--- config.mk ---
export PLATFORM = sky130hd
export DESIGN_NAME = jk_cmd_seq
export DESIGN_NICKNAME = d
export VERILOG_FILES = /design/src/rtl/jk_cmd_seq.sv
export SDC_FILE = /design/constraint.sdc
export NUM_CORES = 1
export LEC_CHECK = 0
export BUFFER_PORTS_ARGS = -buffer_cell sky130_fd_sc_hd__buf_4
export CAP_MARGIN = 25
export CORE_ASPECT_RATIO = 1.1
export CORE_MARGIN = 2
export CORE_UTILIZATION = 58
export DETAILED_ROUTE_END_ITERATION = 7
export PLACE_DENSITY_LB_ADDON = 0.3
export REMOVE_ABC_BUFFERS = 1
export SYNTH_ARGS = -nofsm -noshare
export SYNTH_HDL_FRONTEND = slang
export SYNTH_SLANG_ARGS = --single-unit
--- constraint.sdc ---
create_clock -name clk -period 2.1 [get_ports clk]
set_input_delay 0.525 -clock clk [delete_from_list [all_inputs] [get_ports clk]]
set_output_delay 0.525 -clock clk [all_outputs]
set_load 0.02 [all_outputs]
--- src/rtl/jk_cmd_seq.sv ---
// ============================================================================
// jk_cmd_seq
// ----------------------------------------------------------------------------
// Queues JK-opcode commands and plays each one onto registered J/K drive
// lines for (count + 1) cycles. The lines feed a downstream JK flip-flop.
// Commands run back-to-back with no HOLD gap while the queue holds work.
//
// Parameters
//   DEPTH   command FIFO entries (power of two, >= 2)
//   CNT_W   width of the per-command repeat count
//
// Ports
//   clk       in   clock, rising edge
//   reset     in   synchronous, active-high reset
//   in_valid  in   command offered
//   in_op     in   [1:0] opcode: 00 HOLD, 01 RESET, 10 SET, 11 TOGGLE
//   in_cnt    in   [CNT_W-1:0] repeat count (drive for in_cnt+1 cycles)
//   in_ready  out  FIFO can accept a command (!full && !abort)
//   abort     in   flush the queue and the command in flight
//   j, k      out  registered J/K drive
//   busy      out  a command is executing or the FIFO is non-empty
//   cmd_done  out  pulse on the final drive cycle of each command
//
// Optional feature (macro JK_SEQ_QMODEL_EN)
//   q_fb      in   downstream flip-flop output
//   q_err     out  sticky flag: q_fb disagreed with the internal Q model
// ============================================================================
module jk_cmd_seq #(
    parameter int DEPTH = 4,
    parameter int CNT_W = 4
) (
    input  logic             clk,
    input  logic             reset,
    input  logic             in_valid,
    input  logic [1:0]       in_op,
    input  logic [CNT_W-1:0] in_cnt,
    output logic             in_ready,
    input  logic             abort,
    output logic             j,
    output logic             k,
    output logic             busy,
    output logic             cmd_done
`ifdef JK_SEQ_QMODEL_EN
    ,
    input  logic             q_fb,
    output logic             q_err
`endif
);

    localparam int AW = (DEPTH > 1) ? $clog2(DEPTH) : 1;
    localparam int EW = 2 + CNT_W;

    typedef enum logic {
        IDLE  = 1'b0,
        ISSUE = 1'b1
    } state_t;

    // ------------------------------------------------------------------
    // Command FIFO: pointers carry one extra wrap bit for full/empty.
    // ------------------------------------------------------------------
    logic [EW-1:0]    mem_q [DEPTH];
    logic [AW:0]      wr_ptr_q, wr_ptr_d;
    logic [AW:0]      rd_ptr_q, rd_ptr_d;
    logic             empty, full;
    logic             push, pop;
    logic [1:0]       head_op;
    logic [CNT_W-1:0] head_cnt;

    state_t           state_q;
    logic [CNT_W-1:0] remain_q;
    logic             j_q, k_q, done_q;

    assign empty    = (wr_ptr_q == rd_ptr_q);
    assign full     = (wr_ptr_q[AW] != rd_ptr_q[AW]) &&
                      (wr_ptr_q[AW-1:0] == rd_ptr_q[AW-1:0]);
    assign in_ready = !full && !abort;
    assign push     = in_valid && in_ready;

    // The head is consumed when the sequencer is idle, or on the final
    // drive cycle of the current command (back-to-back issue).
    assign pop      = !abort && !empty &&
                      ((state_q == IDLE) || (remain_q == '0));

    assign {head_op, head_cnt} = mem_q[rd_ptr_q[AW-1:0]];

    always_comb begin
        wr_ptr_d = wr_ptr_q;
        rd_ptr_d = rd_ptr_q;
        if (push) wr_ptr_d = wr_ptr_q + 1'b1;
        if (pop)  rd_ptr_d = rd_ptr_q + 1'b1;
    end

    always_ff @(posedge clk) begin
        if (reset || abort) begin
            wr_ptr_q <= '0;
            rd_ptr_q <= '0;
        end else begin
            wr_ptr_q <= wr_ptr_d;
            rd_ptr_q <= rd_ptr_d;
        end
    end

    always_ff @(posedge clk) begin
        if (push && !reset) mem_q[wr_ptr_q[AW-1:0]] <= {in_op, in_cnt};
    end

    // ------------------------------------------------------------------
    // Issue FSM. cmd_done is registered, so it is raised on the edge that
    // makes remain reach zero (load of a zero count, or decrement from 1).
    // ------------------------------------------------------------------
    always_ff @(posedge clk) begin
        if (reset || abort) begin
            state_q  <= IDLE;
            remain_q <= '0;
            j_q      <= 1'b0;
            k_q      <= 1'b0;
            done_q   <= 1'b0;
        end else begin
            case (state_q)
                IDLE: begin
                    if (!empty) begin
                        {j_q, k_q} <= head_op;
                        remain_q   <= head_cnt;
                        done_q     <= (head_cnt == '0);
                        state_q    <= ISSUE;
                    end else begin
                        {j_q, k_q} <= 2'b00;
                        done_q     <= 1'b0;
                    end
                end
                ISSUE: begin
                    if (remain_q != '0) begin
                        remain_q <= remain_q - CNT_W'(1);
                        done_q   <= (remain_q == CNT_W'(1));
                    end else if (!empty) begin
                        {j_q, k_q} <= head_op;
                        remain_q   <= head_cnt;
                        done_q     <= (head_cnt == '0);
                    end else begin
                        {j_q, k_q} <= 2'b00;
                        done_q     <= 1'b0;
                        state_q    <= IDLE;
                    end
                end
                default: begin
                    state_q    <= IDLE;
                    {j_q, k_q} <= 2'b00;
                    done_q     <= 1'b0;
                end
            endcase
        end
    end

    assign j        = j_q;
    assign k        = k_q;
    assign cmd_done = done_q;
    assign busy     = (state_q == ISSUE) || !empty;

`ifdef JK_SEQ_QMODEL_EN
    // ------------------------------------------------------------------
    // Shadow model of the downstream flip-flop, driven by the same J/K.
    // ------------------------------------------------------------------
    logic q_model_q;
    logic q_err_q;

    always_ff @(posedge clk) begin
        if (reset) begin
            q_model_q <= 1'b0;
            q_err_q   <= 1'b0;
        end else begin
            case ({j_q, k_q})
                2'b01:   q_model_q <= 1'b0;
                2'b10:   q_model_q <= 1'b1;
                2'b11:   q_model_q <= ~q_model_q;
                default: q_model_q <= q_model_q;
            endcase
            if (abort)                   q_err_q <= 1'b0;
            else if (q_fb != q_model_q)  q_err_q <= 1'b1;
        end
    end

    assign q_err = q_err_q;
`endif

endmodule

==> metrics.csv <==
stage;metric;value;unit
status;outcome;completed;
sta;Final Hold Fails;0;
finish;Filler Cell Count;217;
drt;1st-iter DRT viols;65;
clock_tree;H-tree levels;2;
logic_synthesis;Synth async-reset ratio;0;%
clock_tree;Worst-Skew Late Latency;0.35;ns
global_route;gr ovfl total;0;
finish;Final Util;68.4;%
finish;Layout Nets;168;
clock_tree;CTS Buf Count;5;
critical_path;Worst Path Buf+Inv;2;
sta;fin crit share;94.4;%
logic_synthesis;Area contributors post-synth;edfxtp_1 (40%), dfxtp_1 (18%), ha_1 (4.9%);
finish;share of layout cells above drive strength 1;29.6;%
drt;Final ANT Viol Nets;0;
floorplanning;I/O pin cnt;15;
floorplanning;die height;62.4;um
global_route;pin count of the biggest net entering global routing;15;
power_and_ir_drop;Pleak;0.716;nW
sta;fmax;504;MHz
clock_tree;CTS tree;built;
critical_path;CP max stage delay;0.36;ns
placement;input/output buffers;14;
placement;DP Cell Count;177;
drt;# DRC;0;
floorplanning;Starting Density;59.9;%
critical_path;Slowest cell on crit path;dfxtp_2;
finish;# diodes;0;
finish;multi-input logic area;756;um2
worst_hold_path;worst min path class;in -> reg;
critical_path;Setup crit start kind;register;
power_and_ir_drop;Worst VDD drop;550;uV
sta;final worst slack;0.117;ns
clock_tree;Clk Tree Root Cell;clkbuf_4;
finish;Post-Layout Cell Count;186;
sta;setup_tns;0;ns
floorplanning;Die Area;3560;um2
logic_synthesis;Post-Syn Instances;132;
global_route;global-route wire length before repair;5.55;mm
clock_tree;CTS Buffer Depth;2;
finish;FF+latch area;1050;um2
critical_path;kind of critical path;reg -> out;
sta;Max Slew Vio Count;0;
critical_path;Crit path required time;1.57;ns
drt;Routed Wire Length;3.29;mm
sta;slew margin rel.;76.5;%
logic_synthesis;EDFF count, synth;24;
global_route;GRT Total Usage;21.1;%
logic_synthesis;syn avg cell area;13.6;um2
critical_path;CP Max Fanout;5;
finish;Layout area overhead;14.1;%
placement;HPWL after DPL;2.48;mm
logic_synthesis;top cells by count, synth;edfxtp_1 (24), dfxtp_1 (16), nor2_1 (11), nand2_1 (9);
critical_path;CP cell instances;xnor2_2 -> buf_4 -> and3_4 -> nand2b_1 -> buf_4;
critical_path;cell mode on critical path;buf_4;
drt;average wire per standard cell;17.7;um
placement;Placer Congestion;0.817;
logic_synthesis;Yosys top cell by area;edfxtp_1;
logic_synthesis;sequential fraction of the synthesis area;58.0;%
logic_synthesis;ys flop type;edfxtp_1;
global_route;initial antenna violation count;0;
floorplanning;FP Rows;21;
sta;Final Skew;0.0199;ns
logic_synthesis;post-synth top area share;40.1;%
floorplanning;CORE AREA;3000;um2
sta;RSZ-0062 raised after global routing;no;
sta;min Tclk post-route;1.98;ns
logic_synthesis;Synth Warn #;0;
logic_synthesis;most common cell in the netlist;edfxtp_1;
critical_path;CP Capture Type;primary output;
logic_synthesis;Mapped Area;1800;um2
power_and_ir_drop;Power Density;661;nW/um2
clock_tree;CTS clk-pin slew, worst paths;0.13;ns
sta;Tightest Pin Transition;0.352;ns
flow_run;MaxCap Viol Count;0;
logic_synthesis;FF+latch count, synth;40;
placement;pre-CTS setup slack;0.283;ns
global_route;vias in the first global route;1108;
logic_synthesis;Netlist cell types;36;
drt;vias after detailed routing;1082;
clock_tree;clock sink count;40;
floorplanning;die width;57.1;um
sta;final setup fails;0;
clock_tree;hold-fix buffer count after cts;0;
critical_path;worst path arrival time;1.46;ns
critical_path;Top Family by Delay on Critical Path;flip-flops;
drt;drt pass-1 iters;4;
drt;Via density;5.82;
power_and_ir_drop;Final Power;0.00136;W
power by group:
group / total [W] / switching [W] / leakage [nW] / internal (W)
Combinational: 0.000107 / 0.0000532 / 0.340 / 0.0000537
Clock: 0.000397 / 0.000265 / 0.0274 / 0.000132
Sequential: 0.000851 / 0.0000119 / 0.349 / 0.000839
worst register-to-register path: stages, from the launching register on:
cell and delay (ns):
dfxtp_2 0.47, xor2_1 0.26, o311a_4 0.26, nor2b_4 0.17, and2_1 0.32
flip-flops by register name, summed over array words and instances, names as in the netlist, named ones only:
signal and count:
state_q 1, rd_ptr_q 3, j 1, cmd_done 1
wr_ptr_q 3, remain_q 4, mem_q 24, k 1
kinds of logic after synthesis:
family                   count (synthesis)  synth area share, %
AO/OA/AOI/OAI                           20                 9.27
XOR/XNOR                                 8                 4.32
buffers and inverters                    9                 2.30
AND/OR/NAND/NOR                         39                 11.4
adder cells (fa/ha/maj)                  7                 4.88
multiplexers                             9                 9.83
flip-flops                              40                 58.0
placed cells by master (no fill, tap or decap), types with 3 or more instances in the layout:
cell type,n
a21oi_1,7
and2_1,5
buf_4,16
clkbuf_4,5
dfxtp_1,10
dfxtp_2,5
edfxtp_1,24
ha_1,7
inv_1,5
mux2i_1,3
mux4_1,3
mux4_2,3
nand2_1,9
nand3_1,5
nor2_1,11
xnor2_1,3
layer usage:
| metal | track usage (%) | wire, um | vias to the layer above |
|---|---|---|---|
| met1 | 25.2 | 1340 | 528 |
| met2 | 36.1 | 1780 | 20 |
| li1 | - | - | 529 |
| met3 | 6.25 | 111 | 5 |
| met5 | 0 | 0 | - |
| met4 | 6.98 | 48 | 0 |
path summary, 6_finish.rpt:
| check | startpoint | to | slack (ns) | cells past startpoint |
|---|---|---|---|---|
| worst max register to register | wr_ptr_q[1]$_SDFFE_PP0P_ | mem_q[2][4]$_DFFE_PP_ | 0.28 | 4 |
| worst min-delay path | in_cnt[1] | mem_q[0][1]$_DFFE_PP_ | 0.36 | 1 |
| worst min register to register | j$_SDFFE_PP0P_ | j$_SDFFE_PP0P_ | 0.47 | 2 |
| worst max-delay path | wr_ptr_q[2]$_SDFFE_PP0P_ | busy | 0.12 | 5 |
metrics by stage:
step | hold slack [ns] | area [um2]
after floorplan | 0.493 | 1770
final | 0.365 | 2050
after global routing | 0.335 | 2050
after detailed placement | 0.448 | 1930
after CTS | 0.354 | 2010
after global placement | 0.446 | 1930
cell type report:
| type | instances | share of cell area [%] |
|---|---|---|
| Inverter | 5 | 0.916 |
| Tap cell | 34 | 2.08 |
| Clock inverter | 3 | 1.16 |
| Timing Repair Buffer | 16 | 5.86 |
| Sequential cell | 40 | 51.3 |
| Clock buffer | 5 | 1.83 |
| Multi-Input combinational cell | 83 | 36.9 |
what timing repair did:
action                     4_1_cts  5_1_grt
resized for setup                4        9
setup endpoints to repair        1        1
buffers inserted                 0        1
pin swaps                        0        1
Note: power is estimated with default switching activity, not from simulation.
